$ cat src/rtl/icache_pkg.sv
// Shared definitions for the instruction cache: fetch FSM encoding,
// the NOP word handed to the pipeline during stalls, and default geometry.
package icache_pkg;

   localparam int DEFAULT_NUM_SETS        = 8;
   localparam int DEFAULT_WORDS_PER_BLOCK = 4;

   // addi x0, x0, 0 -- also used by the CPU hazard unit as its bubble
   localparam logic [31:0] NOP_INSTR = 32'h00000013;

   typedef enum logic [1:0] {
      ST_IDLE     = 2'd0,
      ST_MEM_READ = 2'd1,
      ST_REFILL   = 2'd2
   } fetch_state_t;

endpackage

$ cat src/rtl/icache_array.sv
// Valid/tag/data storage for the direct-mapped instruction cache.
// Asynchronous read port, one synchronous write port, and the valid bits
// are cleared asynchronously by reset so every line starts invalid.
module icache_array
   import icache_pkg::*;
#(
   parameter  int NUM_SETS        = DEFAULT_NUM_SETS,
   parameter  int WORDS_PER_BLOCK = DEFAULT_WORDS_PER_BLOCK,
   localparam int OFFSET_BITS     = $clog2(WORDS_PER_BLOCK),
   localparam int INDEX_BITS      = $clog2(NUM_SETS),
   localparam int TAG_BITS        = 30 - OFFSET_BITS - INDEX_BITS
) (
   input  logic                                  clk,
   input  logic                                  rst_n,
   input  logic [INDEX_BITS-1:0]                 rd_index,
   output logic                                  rd_valid,
   output logic [TAG_BITS-1:0]                   rd_tag,
   output logic [WORDS_PER_BLOCK-1:0][31:0]      rd_block,
   input  logic                                  wr_en,
   input  logic [INDEX_BITS-1:0]                 wr_index,
   input  logic [TAG_BITS-1:0]                   wr_tag,
   input  logic [WORDS_PER_BLOCK-1:0][31:0]      wr_block
);

   logic [NUM_SETS-1:0]                      valid_bits;
   logic [TAG_BITS-1:0]                      tag_mem  [NUM_SETS];
   logic [WORDS_PER_BLOCK-1:0][31:0]         data_mem [NUM_SETS];

   // Valid bits: cleared by reset, set when a refill lands in a line
   always_ff @(posedge clk or negedge rst_n) begin
      if (!rst_n) begin
         valid_bits <= '0;
      end else if (wr_en) begin
         valid_bits[wr_index] <= 1'b1;
      end
   end

   // Tag and data payload need no reset; they are only trusted once valid
   always_ff @(posedge clk) begin
      if (wr_en) begin
         tag_mem[wr_index]  <= wr_tag;
         data_mem[wr_index] <= wr_block;
      end
   end

   assign rd_valid = valid_bits[rd_index];
   assign rd_tag   = tag_mem[rd_index];
   assign rd_block = data_mem[rd_index];

endmodule

$ cat src/rtl/instr_cache.sv
// Direct-mapped read-only instruction cache. Hits answer combinationally
// from PC; misses hold the CPU on INSTR_MEM_BUSYWAIT while a three-state
// FSM reads the whole block from instruction memory and refills the line.
module instr_cache
   import icache_pkg::*;
#(
   parameter  int NUM_SETS        = DEFAULT_NUM_SETS,
   parameter  int WORDS_PER_BLOCK = DEFAULT_WORDS_PER_BLOCK,
   localparam int OFFSET_BITS     = $clog2(WORDS_PER_BLOCK),
   localparam int INDEX_BITS      = $clog2(NUM_SETS),
   localparam int TAG_BITS        = 30 - OFFSET_BITS - INDEX_BITS,
   localparam int BLK_BITS        = 30 - OFFSET_BITS
) (
   input  logic                             CLK,
   input  logic                             RESET,
   input  logic [31:0]                      PC,
   output logic [31:0]                      INSTRUCTION,
   output logic                             INSTR_MEM_BUSYWAIT,
   output logic                             MEM_READ,
   output logic [BLK_BITS-1:0]              MEM_ADDR,
   input  logic [32*WORDS_PER_BLOCK-1:0]    MEM_READ_DATA,
   input  logic                             MEM_BUSYWAIT
);

   fetch_state_t                        state, next_state;

   logic [OFFSET_BITS-1:0]              pc_offset;
   logic [INDEX_BITS-1:0]               pc_index;
   logic [TAG_BITS-1:0]                 pc_tag;
   logic [BLK_BITS-1:0]                 pc_block;
   logic                                unused_pc_lsbs;

   logic                                line_valid;
   logic [TAG_BITS-1:0]                 line_tag;
   logic [WORDS_PER_BLOCK-1:0][31:0]    line_block;
   logic                                hit;

   logic [BLK_BITS-1:0]                 blk_addr_q;
   logic [WORDS_PER_BLOCK-1:0][31:0]    line_buf;
   logic                                latch_miss;
   logic                                capture_line;
   logic                                refill_we;

   assign pc_offset      = PC[2 +: OFFSET_BITS];
   assign pc_index       = PC[2+OFFSET_BITS +: INDEX_BITS];
   assign pc_tag         = PC[31 -: TAG_BITS];
   assign pc_block       = PC[31 -: BLK_BITS];
   assign unused_pc_lsbs = ^PC[1:0];

   icache_array #(
      .NUM_SETS        (NUM_SETS),
      .WORDS_PER_BLOCK (WORDS_PER_BLOCK)
   ) u_array (
      .clk      (CLK),
      .rst_n    (RESET),
      .rd_index (pc_index),
      .rd_valid (line_valid),
      .rd_tag   (line_tag),
      .rd_block (line_block),
      .wr_en    (refill_we),
      .wr_index (blk_addr_q[INDEX_BITS-1:0]),
      .wr_tag   (blk_addr_q[BLK_BITS-1:INDEX_BITS]),
      .wr_block (line_buf)
   );

   assign hit      = line_valid && (line_tag == pc_tag);
   assign MEM_ADDR = blk_addr_q;

   // FSM state register; reset abandons any fill in flight
   always_ff @(posedge CLK or negedge RESET) begin
      if (!RESET) begin
         state <= ST_IDLE;
      end else begin
         state <= next_state;
      end
   end

   // Miss block address latch and line buffer for the returned block
   always_ff @(posedge CLK or negedge RESET) begin
      if (!RESET) begin
         blk_addr_q <= '0;
         line_buf   <= '0;
      end else begin
         if (latch_miss) begin
            blk_addr_q <= pc_block;
         end
         if (capture_line) begin
            line_buf <= MEM_READ_DATA;
         end
      end
   end

   // Next-state and fetch-port outputs; stall shows NOP so no stale word leaks
   always_comb begin
      next_state         = state;
      INSTRUCTION        = NOP_INSTR;
      INSTR_MEM_BUSYWAIT = 1'b1;
      MEM_READ           = 1'b0;
      latch_miss         = 1'b0;
      capture_line       = 1'b0;
      refill_we          = 1'b0;
      unique case (state)
         ST_IDLE: begin
            if (hit) begin
               INSTRUCTION        = line_block[pc_offset];
               INSTR_MEM_BUSYWAIT = 1'b0;
            end else begin
               latch_miss = 1'b1;
               next_state = ST_MEM_READ;
            end
         end
         ST_MEM_READ: begin
            MEM_READ = 1'b1;
            if (!MEM_BUSYWAIT) begin
               capture_line = 1'b1;
               next_state   = ST_REFILL;
            end
         end
         ST_REFILL: begin
            refill_we  = 1'b1;
            next_state = ST_IDLE;
         end
         default: begin
            next_state = ST_IDLE;
         end
      endcase
   end

endmodule

$ cat config.mk
export PLATFORM = sky130hd
export DESIGN_NAME = instr_cache
export DESIGN_NICKNAME = d
export VERILOG_FILES = /design/src/rtl/icache_pkg.sv /design/src/rtl/icache_array.sv /design/src/rtl/instr_cache.sv
export SDC_FILE = /design/constraint.sdc
export NUM_CORES = 1
export LEC_CHECK = 0
export BUFFER_PORTS_ARGS = -buffer_cell sky130_fd_sc_hd__buf_2
export CAP_MARGIN = 25
export CORE_MARGIN = 1.5
export CORE_UTILIZATION = 35
export DETAILED_ROUTE_END_ITERATION = 6
export HOLD_SLACK_MARGIN = 0.15
export PLACE_DENSITY = 0.6
export SETUP_SLACK_MARGIN = 0.2
export SLEW_MARGIN = 20
export SYNTH_ARGS = -nofsm -noshare
export SYNTH_HDL_FRONTEND = slang
export SYNTH_SLANG_ARGS = --single-unit
$ cat constraint.sdc
create_clock -name CLK -period 39.7 [get_ports CLK]
set_clock_uncertainty 0.2 [all_clocks]
set_input_delay 1.985 -clock CLK [delete_from_list [all_inputs] [get_ports CLK]]
set_output_delay 1.985 -clock CLK [all_outputs]
set_load 0.05 [all_outputs]
=== Word-level counts from Yosys, hierarchy flattened ===
Memory sizes are Yosys's and may differ from the RTL's.
Cells that the tools add are included.

* RAM bits: 1224
* Memories kept: 2
* ROM bits: 0
* Logic and storage cells: 43
* Output and inout port bits: 62
* Register bits after elaboration: 166
* Input port bits: 163
* Latch bits: 0

{| class="wikitable"
|+ Memory list
! name !! depth !! bits a word !! rd ports !! clocked after Yosys merged registers in !! write ports !! RTL line !! text
|-
| u_array.data_mem || 8 || 128 || 1 || 0 || 1 || icache_array.sv:27 || <nowiki>logic [WORDS_PER_BLOCK-1:0][31:0] data_mem [NUM_SETS];</nowiki>
|-
| u_array.tag_mem || 8 || 25 || 1 || 0 || 1 || icache_array.sv:26 || <nowiki>logic [TAG_BITS-1:0] tag_mem [NUM_SETS];</nowiki>
|}

* Bitwise logic cells: 1
* Reduce and logical (&&, ||, !) cells: 4
* Order comparisons: 4
* Shift-type cells: 0
* Multiplexer cells: 20
* Equal/unequal tests: 5
* Div/mod/pow operators: 0
* $add $sub $neg: 0
* Multiply operators: 0

{| class="wikitable"
|+ Operators with widths
! kind !! number
|-
| two-way mux 32 bit || 3
|-
| binary-select mux 32 bit (select 2 bit) || 1
|-
| equality test 25 bit || 1
|-
| two-way mux 1 bit || 11
|-
| < comparator 3 x 4 -> 1 bit, second input constant || 2
|-
| bitwise OR 8 bit || 1
|-
| two-way mux 2 bit || 2
|-
| inequality test 2 bit, second input constant || 2
|-
| one-hot mux 2 bit (2 select lines) || 1
|-
| binary-select mux 1 bit (select 3 bit) || 1
|-
| demux 1 bit (select 3 bit) || 1
|-
| >= comparator 3 x 1 -> 1 bit, second input constant || 1
|-
| < comparator 2 x 3 -> 1 bit, second input constant || 1
|-
| equality test 2 x 1 -> 1 bit, second input constant || 1
|-
| equality test 2 bit, second input constant || 1
|-
| logical AND 1 bit || 2
|-
| logical NOT 2 bit || 1
|-
| AND reduction 2 bit || 1
|}

=== Depth between registers and ports, before layout ===
Gate-level depths: netlist (run 1).

* Word-level depth: 5
* Gate-level depth with buffers: 12

=== By module ===
Synthesis (run 1) repeated with hierarchy kept, for this count alone.

* Cells, all modules: 2252
* Area total of the unflattened synthesis: 53483.8 sq um

{| class="wikitable"
|+ Modules (own cells, without submodules)
! module !! sequential area each (sq um) !! cells each !! times used !! area an instance (sq um)
|-
| icache_array || 36955.4 || 1803 || 1 || 46259.4
|-
| instr_cache || 3953.8 || 449 || 1 || 7224.4
|}

=== Worst setup path before layout (run 1) ===
Ideal clock, no wire load.

* Path type: register to register
* From: register blk_addr_q[0], in the netlist MEM_ADDR[0]
* To: register u_array.valid_bits[0]
* Period minus slack after synthesis: 12772 ps
* Arrival time: 12441 ps
* Path buffers: 0
* Stages on the path, launching flop included: 4
* Path slack: 26928 ps
* Data required time: 39369 ps
* Cells stage by stage: dfrtp_1 or3b_2 nor3_1 or2_2

* Cells in the longest elaborated chain, start to end: 5
* Elaborated cells between the ends (all ways): 6

{| class="wikitable"
|+ RTL lines
! element !! RTL line !! text
|-
| start, declared || instr_cache.sv:38 || <nowiki>logic [BLK_BITS-1:0] blk_addr_q;</nowiki>
|-
| start signal, assigned || instr_cache.sv:85 || <nowiki>blk_addr_q <= pc_block;</nowiki>
|-
| < comparator 3 x 4 -> 1 bit (not written as such) / >= comparator 3 x 1 -> 1 bit (equally long branches) || icache_array.sv:34 || <nowiki>valid_bits[wr_index] <= 1'b1;</nowiki>
|-
| logical AND 1 bit (not written as such) || icache_array.sv:34 ||
|-
| two-way mux 1 bit (not written as such) || icache_array.sv:34 ||
|-
| demux 1 bit (select 3 bit) * || n/a ||
|-
| bitwise OR 8 bit (no line) * || n/a ||
|-
| end signal, assigned || icache_array.sv:32 || <nowiki>valid_bits <= '0;</nowiki>
|-
| end signal, assigned by index || icache_array.sv:34 ||
|-
| end, declared || icache_array.sv:25 || <nowiki>logic [NUM_SETS-1:0] valid_bits;</nowiki>
|}

Every way passes the cells marked *; elsewhere a longest branch is shown, timed or not.
A chain may end at the register's enable or synchronous reset.

=== Final worst setup path (run 1) ===
* From: input port PC[5]
* To: output port INSTRUCTION[27]

* Cells in the longest elaborated chain, start to end: 5
* Elaborated cells between the ends (all ways): 10

{| class="wikitable"
|+ RTL lines
! element !! RTL line !! text
|-
| start, declared || instr_cache.sv:16 || <nowiki>input logic [31:0] PC,</nowiki>
|-
| memory (8 x 25 bit), or another cell as far along || n/a ||
|-
| equality test 25 bit, or another cell as far along || instr_cache.sv:66 || <nowiki>assign hit = line_valid && (line_tag == pc_tag);</nowiki>
|-
| logical AND 1 bit / two-way mux 32 bit (equally long branches) || instr_cache.sv:66, instr_cache.sv:105 ||
|-
| two-way mux 32 bit * || instr_cache.sv:104 || <nowiki>if (hit) begin</nowiki>
|-
| two-way mux 32 bit * || instr_cache.sv:102 || <nowiki>unique case (state)</nowiki>
|-
| end, declared || instr_cache.sv:17 || <nowiki>output logic [31:0] INSTRUCTION,</nowiki>
|}

Every way passes the cells marked *; elsewhere a longest branch is shown, timed or not. The select of a mux whose other input is x is not followed.

==> results of run 1 <==
[flip-flops by register name, summed over array words and instances, names as in the netlist]
signal and flops:
state 2, u_array.valid_bits 8, u_array.tag_mem 200, u_array.data_mem 1024, MEM_ADDR 28, line_buf 128
[power groups by stage]
| stage | registers, uW | logic (uW) | clock network, uW |
|---|---|---|---|
| floorplan | 2170 | 243 | 0 |
| global placement | 2140 | 410 | 0 |
| detailed placement | 2180 | 415 | 0 |
| CTS | 2150 | 417 | 1370 |
| global route | 2180 | 436 | 1420 |
| finish | 2150 | 408 | 1330 |
[path summary, 6_finish.rpt]
kind,slack (ps),from,to
min in group asynchronous,1070,RESET,MEM_ADDR[23]
hold reg to reg,270,u_array.valid_bits[2],u_array.valid_bits[2]
max in group asynchronous,36920,RESET,MEM_ADDR[5]
setup reg to reg,35730,MEM_ADDR[0],u_array.data_mem[2][83]
setup / recovery,30500,PC[5],INSTRUCTION[27]
hold / removal,270,u_array.valid_bits[2],u_array.valid_bits[2]
[metal layers]
layer | track usage, % | routed length (um) | vias to the layer above
met4 | 4.271 | 2340 | 20
met5 | 0 | 129 | -
met3 | 4.084 | 8569 | 177
li1 | - | - | 10160
met1 | 20.63 | 49720 | 12910
met2 | 26.14 | 59970 | 751
[area by class of cell]
cell class,instances,share of cell area (%)
tap,2016,4.107
clock inverter,82,1.485
antenna,4,0.01630
multi-input combinational,767,18.99
timing repair buffer,258,2.632
sequential,1390,66.61
clock buffer,180,6.164
[Yosys cell counts, types with 7 or more instances]
cell         n  area [um2]
edfxtp_1  1224       36760
mux4_2     344        7747
dfrtp_1    166        4154
mux2_2     148        1667
mux2i_1     75       750.7
clkbuf_1    50       187.7
buf_2       39       195.2
nor2_1      39       146.4
mux2_1      21       236.5
buf_1       15       56.30
a22o_1      10       87.58
or2_2       10       62.56
xor2_1      10       87.58
mux2_4       9       135.1
nand4_1      9       56.30
nor2b_1      9       56.30
o21ai_0      8       40.04
o22ai_1      8       50.05
or3_1        8       50.05
nand2_1      7       26.28
[stage by stage]
step           hold WS (ps)  cell area [um2]
3_5_place_dp          255.6            56610
2_1_floorplan         233.7            53010
4_1_cts               270.3            61310
3_3_place_gp          245.6            56610
5_1_grt               293.0            61410
6_report              269.6            61420
[worst reg2reg max path, stage by stage (launching register included)]
cell,delay [ps]
dfrtp_1,410
or3b_2,600
nor2_4,720
buf_4,860
buf_4,770
[kinds of logic after synthesis]
logic type | after synthesis | share of synthesized area [%]
AOI/OAI and AO/OA | 49 | 0.6963
and+or+nand+nor | 110 | 1.095
DFF | 1390 | 77.17
xor gates and xnor gates | 11 | 0.1817
muxes | 597 | 19.88
buffers and inverters | 113 | 0.9772
==> flow_summary.json, run 1 <==
{
  "cts_setup_buffers": 0,
  "totalWireLength_um": 120700,
  "grt_usage_pct": 15.79,
  "worst_setup_path_end_kind": "output pin",
  "synth-async-reset-ratio_pct": 11.94,
  "yosysSeqAreaShare_pct": 77.17,
  "grt_pass1_wl_um": 174600,
  "ys_ff_latch": 1390,
  "avgSynthCellArea_um2": 23.35,
  "vias": 24020,
  "hold_viol": 0,
  "seqPwrFrac_pct": 55.2,
  "multi_input_comb_area_um2": 11660,
  "nNetsFinal": 2720,
  "p_sw_uw": 982.7,
  "antenna_left": 0,
  "slew_headroom_pct": 27.52,
  "drc": 0,
  "clockPowerShare_pct": 34.3,
  "worst_r2r_path_depth": 4,
  "most-common-layout-cells": "edfxtp_1 (1224), mux4_2 (344), buf_2 (217)",
  "critPathMaxFanout": 108,
  "p_leak_uw": 0.02020,
  "cpPeakStageDelay_ps": 940,
  "die_w_um": 392.2,
  "final.period_utilization_pct": 23.16,
  "path_class": "in2out",
  "synth_fp_nets": 2433,
  "dp_slack_ps": 30480,
  "routed_via_density": 5.114,
  "cp_slowest_cell": "buf_4",
  "io_pins": 225,
  "total_power_uw": 3889,
  "syn_area_um2": 53010,
  "slew_viol_final": 0,
  "p_int_uw": 2907,
  "ys.warnings.count": 0,
  "ys.flop_type": "edfxtp_1",
  "cpMostUsedCell": "buf_4",
  "start_util_pct": 35.31,
  "area_growth_pct": 15.87,
  "dieArea_um2": 153800,
  "fin_util_pct": 40.91,
  "placed_cells": 4427,
  "fin_ws_ps": 30500,
  "clkTransAtPathRegs_ps": 60,
  "max_freq_mhz": 108.7,
  "cp.depth": 11,
  "final_common_cell": "edfxtp_1",
  "insertion_delay_ps": 770,
  "tightest_slew_ps": 1087,
  "grt_max_degree": 130,
  "cts_resized": 0,
  "drt_first_pass_iters": 5,
  "path_cells": "buf_8 -> buf_4 -> mux4_2 -> mux2i_1 -> xor2_1 -> o2111ai_1 -> nor4_1 -> nand4_1 -> buf_4 -> nor2_1 -> buf_2",
  "pwr-share-comb_pct": 10.5,
  "crit_arrival_ps": 7010,
  "cts_tree": "done",
  "final_cells": 4697,
  "detail_route.wl_per_cell_um": 25.70,
  "crit_required_ps": 37510,
  "power_density_nw_per_um2": 63.32,
  "clockBufferDepth": 3,
  "h-tree-depth": 4,
  "synthCells": 2270,
  "coreArea_um2": 150100,
  "io_buffers": 222,
  "antenna_found_initial": 15,
  "setup_violations": 0,
  "cp_top_family": "buffers and inverters",
  "grt_pass1_vias": 25500,
  "clock-sinks": 1390,
  "gp_congestion": 0.7547,
  "numCtsBuffers": 140,
  "ff_latch_area_um2": 40910,
  "rows": 142,
  "grt_overflow": 0,
  "cts-root-buf": "clkbuf_16",
  "hold_depth": 1,
  "swShare_pct": 25.27,
  "rsz0062_at_grt": "no",
  "synth_enable_flop_cells": 1224,
  "synth_cell_types": 43,
  "hp-class": "reg2reg",
  "ctsHoldBuffers": 0,
  "tns_ps": 0,
  "start_kind": "primary input",
  "period_minus_slack_ps": 9197,
  "dp_hpwl_um": 64180,
  "peakVddDrop_uv": 45.94,
  "drv_cap": 0,
  "nFillCells": 12970,
  "drive_gt1_share_pct": 37.32,
  "drtIter0Drc": 1682,
  "die_h_um": 392.2,
  "path_buf_inv": 4,
  "status": "finished, final reports clean"
}
Note: power is estimated with default switching activity, not from simulation.
==> inputs of run 2 (changes only) <==
Clock period 39.7 ns to 8.8 ns, I/O delays scaled along.
==> flow_summary.json, run 2 (same netlist as run 1, synthesis figures left out) <==
{
  "grt_pass1_vias": 26380,
  "totalWireLength_um": 122100,
  "wl_met3_um": 8049,
  "clock-sinks": 1390,
  "worst_setup_path_end_kind": "output pin",
  "setup_violations": 0,
  "tns_ps": 0,
  "nFillCells": 12860,
  "routed.top_layer": "met5",
  "reg.largest.list": "u_array.data_mem: 1024 flops, u_array.tag_mem: 200 flops, line_buf: 128 flops",
  "antenna_left": 0,
  "wl_met1_um": 50970,
  "most-common-layout-cells": "edfxtp_1 (1224), mux4_2 (344), buf_2 (217)",
  "gp_congestion": 0.7235,
  "slew_headroom_pct": 26.43,
  "rows": 142,
  "drt_first_pass_iters": 5,
  "grt_pass1_wl_um": 177700,
  "detail_route.wl_per_cell_um": 25.15,
  "p_int_uw": 13210,
  "clockPowerShare_pct": 34.4,
  "power_density_nw_per_um2": 280.2,
  "grt_max_degree": 137,
  "drive_gt1_share_pct": 35.25,
  "r2r-start": "state[1]",
  "seqPwrFrac_pct": 54.9,
  "multi_input_comb_area_um2": 11680,
  "drv_cap": 0,
  "p_sw_uw": 4453,
  "path_class": "in2out",
  "grt_usage_pct": 16.03,
  "area_growth_pct": 18.93,
  "wl_met2_um": 60430,
  "coreArea_um2": 150100,
  "status": "finished, final reports clean",
  "cts_setup_buffers": 0,
  "crit_arrival_ps": 5080,
  "drc": 0,
  "clockBufferDepth": 3,
  "io_buffers": 222,
  "rsz0062_at_grt": "no",
  "pwr-share-comb_pct": 10.7,
  "period_minus_slack_ps": 5719,
  "clkTransAtPathRegs_ps": 60,
  "h-tree-depth": 4,
  "antenna_found_initial": 8,
  "critPathMaxFanout": 59,
  "cts_tree": "done",
  "die_w_um": 392.2,
  "max_freq_mhz": 174.8,
  "p_leak_uw": 0.02086,
  "vias": 24630,
  "total_power_uw": 17670,
  "tightest_slew_ps": 1104,
  "hold_viol": 0,
  "startpoint": "PC[4]",
  "numCtsBuffers": 141,
  "largest_reg_flops": 1024,
  "swShare_pct": 25.21,
  "final.period_utilization_pct": 64.99,
  "dieArea_um2": 153800,
  "slew_viol_final": 0,
  "drtIter0Drc": 1745,
  "largest-register": "u_array.data_mem",
  "hold_depth": 3,
  "crit_required_ps": 8160,
  "final_common_cell": "edfxtp_1",
  "nNetsFinal": 2882,
  "worstHoldStart": "MEM_READ_DATA[58]",
  "peakVddDrop_uv": 182.9,
  "cts-root-buf": "clkbuf_16",
  "start_util_pct": 35.31,
  "io_pins": 225,
  "hp-class": "in2reg",
  "start_kind": "primary input",
  "dp_hpwl_um": 66070,
  "die_h_um": 392.2,
  "ff_latch_area_um2": 40910,
  "routed_via_density": 5.074,
  "grt_overflow": 0,
  "reg2reg_setup_slack_ps": 5080,
  "worst_r2r_path_depth": 4,
  "insertion_delay_ps": 760
}
-- run 2: changes by cell type in the layout (fill, tap and decap cells not counted), moves of 6 or more --
cell | before | now
clkbuf_1 | 29 | 37
clkbuf_8 | 10 | 18
dlygate4sd3_1 | 0 | 157
clkinv_1 | 18 | 12
buf_4 | 23 | 30
inv_6 | 10 | 4
clkinv_2 | 28 | 16
-- run 2: worst max-delay path, stage by stage --
cell           delay, ps
dlygate4sd3_1        570
buf_8                480
buf_4                860
buf_4                720
mux4_2               590
mux4_2               480
mux2i_1              450
nor2_1               110
buf_2                240
-- run 2: worst paths after layout --
path,endpoint
max,INSTRUCTION[7]
min,line_buf[58]
max reg2reg,u_array.tag_mem[2][13]
min reg2reg,u_array.valid_bits[3]
max in group asynchronous,line_buf[34]
min in group asynchronous,MEM_ADDR[25]
-- run 2: cell type report --
class                           count  share of cell area [%]
Sequential cell                  1390                   64.89
Multi-Input combinational cell    767                   18.52
Clock buffer                      197                   6.267
Timing Repair Buffer              419                   5.019
Tap cell                         2016                   4.001
Clock inverter                     64                   1.302
Antenna cell                        1                0.003969
-- run 2: power groups by stage --
stage               registers, uW  clock network (uW)  logic (uW)
finish                       9700                6080        1890
global route                 9860                6490        2030
CTS                          9710                6240        1940
detailed placement           9850                   0        1870
global placement             9680                   0        1850
floorplan                    9760                   0        1100
-- run 2: repair_timing --
action	4_1_cts	5_1_grt
hold endpoints to repair	224	0
endpoints found under the setup margin	0	0
resized for setup	0	0
hold buffers	158	0
-- run 2: through the flow --
step | cell area (um2) | hold WS (ps) | util (%) | std cells | worst slack [ps]
after global routing | 63040 | 208.0 | 41.99 | 4853 | 2697
final | 63050 | 237.1 | 41.99 | 4854 | 3081
after global placement | 56640 | 246.2 | 37.73 | 4433 | 3447
after detailed placement | 56640 | 252.4 | 37.73 | 4433 | 3465
after CTS | 63010 | 166.3 | 41.97 | 4852 | 2831
after floorplan | 53020 | -55.59 | - | 2270 | 279.0
-- run 2: layer usage --
layer,up-vias,track usage (%)
met5,-,0
met4,14,4.440
met3,180,3.957
met2,718,26.57
met1,13230,21.01
li1,10490,-
==> inputs of run 3 (changes only) <==
Settings changed: ABC_AREA from default to 1, PLACE_DENSITY 0.6 to 0.62.
Clock period 8.8 ns to 5 ns, I/O delays scaled along.
==> flow_summary.json, run 3 <==
{
  "gp_congestion": 0.8261,
  "clockBufferDepth": 3,
  "clock-sinks": 1390,
  "final_common_cell": "nand2_1",
  "rsz0062_at_grt": "no",
  "netlist_top_cells_count": "nand2_1 (1701), edfxtp_1 (1224), a21oi_1 (339)",
  "hp-class": "in2reg",
  "insertion_delay_ps": 790,
  "tns_ps": 0,
  "cts_setup_buffers": 0,
  "yosys.area_share.simple_pct": 15.88,
  "worst_setup_path_end_kind": "output pin",
  "yosysMostFrequentCell": "nand2_1",
  "synth_top_family_by_area": "simple AND/OR/NAND/NOR gates",
  "drc": 0,
  "drv_cap": 0,
  "fin_util_pct": 42.89,
  "cp_slowest_cell": "dlygate4sd3_1",
  "totalWireLength_um": 158200,
  "reg.largest.list": "u_array.data_mem: 1024 flops, u_array.tag_mem: 200 flops, line_buf: 128 flops",
  "hold_viol": 0,
  "fin_ws_ps": 463.2,
  "timing.critical_path.to": "INSTRUCTION[18]",
  "detail_route.wl_per_cell_um": 21.33,
  "setup_violations": 0,
  "cts_tree": "done",
  "grt_pass1_wl_um": 235700,
  "worst_r2r_path_depth": 4,
  "critPathMaxFanout": 105,
  "h-tree-depth": 4,
  "period_minus_slack_ps": 4537,
  "dp_slack_ps": 848.4,
  "numCtsBuffers": 143,
  "die_h_um": 401.6,
  "r2r-start": "state[0]",
  "final.period_utilization_pct": 90.74,
  "max_freq_mhz": 220.4,
  "drtIter0Drc": 3748,
  "rows": 146,
  "crit_arrival_ps": 4090,
  "cts-root-buf": "clkbuf_16",
  "ys.warnings.count": 0,
  "cpPeakStageDelay_ps": 570,
  "grt_max_degree": 165,
  "p_leak_uw": 0.02558,
  "total_power_uw": 30950,
  "largest_reg_flops": 1024,
  "synth_enable_flop_cells": 1224,
  "ys.flop_type": "edfxtp_1",
  "die_w_um": 401.6,
  "vias": 38340,
  "yosysTopAreaCell": "edfxtp_1",
  "grt_usage_pct": 19.26,
  "synth-compound-area-share_pct": 7.469,
  "slew_headroom_pct": 33.70,
  "status": "finished, final reports clean",
  "peakVddDrop_uv": 360.7,
  "syn_area_um2": 55600,
  "power_density_nw_per_um2": 456.7,
  "yosysSeqAreaShare_pct": 73.58,
  "io_buffers": 222,
  "grt_overflow": 0,
  "synth_mux_area_share_pct": 0,
  "nFillCells": 14310,
  "dpl_cell_area_um2": 59520,
  "drive_gt1_share_pct": 10.03,
  "largest-register": "u_array.data_mem",
  "synth_xor_xnor_area_share_pct": 0,
  "tightest_slew_ps": 994.6,
  "nNetsFinal": 5392,
  "avgSynthCellArea_um2": 11.84,
  "ys_ff_latch": 1390,
  "crit_required_ps": 4550,
  "synth.area.top_cells": "edfxtp_1 (66%), nand2_1 (11%), dfrtp_1 (7.5%)",
  "synth-async-reset-ratio_pct": 11.94,
  "synth_cell_types": 28,
  "path_class": "in2out",
  "routed_via_density": 5.168,
  "reg2reg_setup_slack_ps": 2170,
  "antenna_left": 0,
  "clkTransAtPathRegs_ps": 60,
  "start_kind": "primary input",
  "dp_hpwl_um": 84230,
  "start_util_pct": 35.19,
  "io_pins": 225,
  "synth_fp_nets": 4858,
  "synthAdderAreaFrac_pct": 0,
  "antenna_found_initial": 6,
  "synthCells": 4695,
  "startpoint": "PC[4]",
  "netlist.area_leader.share_pct": 66.11,
  "drt_first_pass_iters": 6,
  "slew_viol_final": 0,
  "grt_pass1_vias": 36600,
  "dieArea_um2": 161300,
  "most-common-layout-cells": "nand2_1 (1700), edfxtp_1 (1224), dlygate4sd3_1 (369)",
  "timing.rr.end": "u_array.data_mem[1][62]",
  "coreArea_um2": 158000,
  "stdcell_area_um2": 67770,
  "path_cells": "dlygate4sd3_1 -> buf_8 -> inv_12 -> o21ai_0 -> nand3_1 -> nand3b_1 -> nand2_1 -> nor2_1 -> nand2_1 -> nor2_1 -> nand2_1 -> nor2_2 -> nand2_2 -> buf_4 -> nor2_1 -> buf_2",
  "area_growth_pct": 21.88
}
run 3: changes by cell type in the layout (fill, tap and decap cells not counted), moves of 75 or more:
cell and change:
inv_1 +115, mux4_2 -344, mux2_2 -148, nand3_1 +296
mux2i_1 -75, nand2_1 +1693, nor2_1 +147, dlygate4sd3_1 +212
o311ai_0 +81, a21oi_1 +338
run 3: power by group:
group | internal (uW) | leakage, uW | switching (uW)
clock network | 5660 | 0.00216 | 4510
logic | 1190 | 0.0103 | 2720
registers | 15200 | 0.0132 | 1630
total | 22100 | 0.0256 | 8860
run 3: cell families after synthesis:
| logic type | Yosys count |
|---|---|
| AO/OA/AOI/OAI | 664 |
| buffers and inverters | 417 |
| flip-flops | 1390 |
| AND/OR/NAND/NOR | 2224 |
run 3: what timing repair did:
action,4_1_cts,5_1_grt
resized for setup,0,4
endpoints found under the setup margin,0,30
hold buffers,370,0
endpoints found under the hold margin,324,0
run 3: cell type report:
class                           instances  area [um2]  area share (%)
Sequential cell                      1390       40910           60.37
Tap cell                             2072        2592           3.826
Timing Repair Buffer                  686        6275           9.260
Inverter                              120       478.0          0.7053
Multi-Input combinational cell       2888       13050           19.26
Clock inverter                         57       500.5          0.7386
Clock buffer                          205        3954           5.835
Antenna cell                            1       2.502        0.003693
run 3: layer usage:
layer | up-vias | global-route usage, % | share of wire, % | routed length [um]
met5 | - | 0 | 0.027 | 42
met4 | 8 | 5.263 | 2.1 | 3253
met3 | 209 | 3.111 | 7.7 | 12200
met2 | 1528 | 30.20 | 46 | 72880
met1 | 19020 | 27.69 | 44 | 69860
li1 | 17580 | - | - | -
run 3: stage by stage:
stage	hold slack (ps)	std cells
global route	175.7	7418
floorplan	-245.6	4695
global placement	195.8	6783
finish	154.5	7419
detailed placement	218.4	6784
CTS	154.1	7416
run 3: how the worst min path moves through the flow:
stage	startpoint	end	slack [ps]	cells past startpoint
3_5_place_dp	RESET	line_buf[37]	220	1
4_1_cts	MEM_READ_DATA[17]	line_buf[17]	150	4
5_1_grt	MEM_READ_DATA[120]	line_buf[120]	180	4
3_3_place_gp	RESET	line_buf[37]	200	1
6_report	MEM_READ_DATA[109]	line_buf[109]	150	4
2_1_floorplan	RESET	MEM_ADDR[0]	-250	0
run 3: critical path: cells and delay by family:
| family | cells | cell delay (ps) |
|---|---|---|
| buffers and inverters | 5 | 1870 |
| and+or+nand+nor | 10 | 1410 |
| AOI/OAI and AO/OA | 1 | 300 |
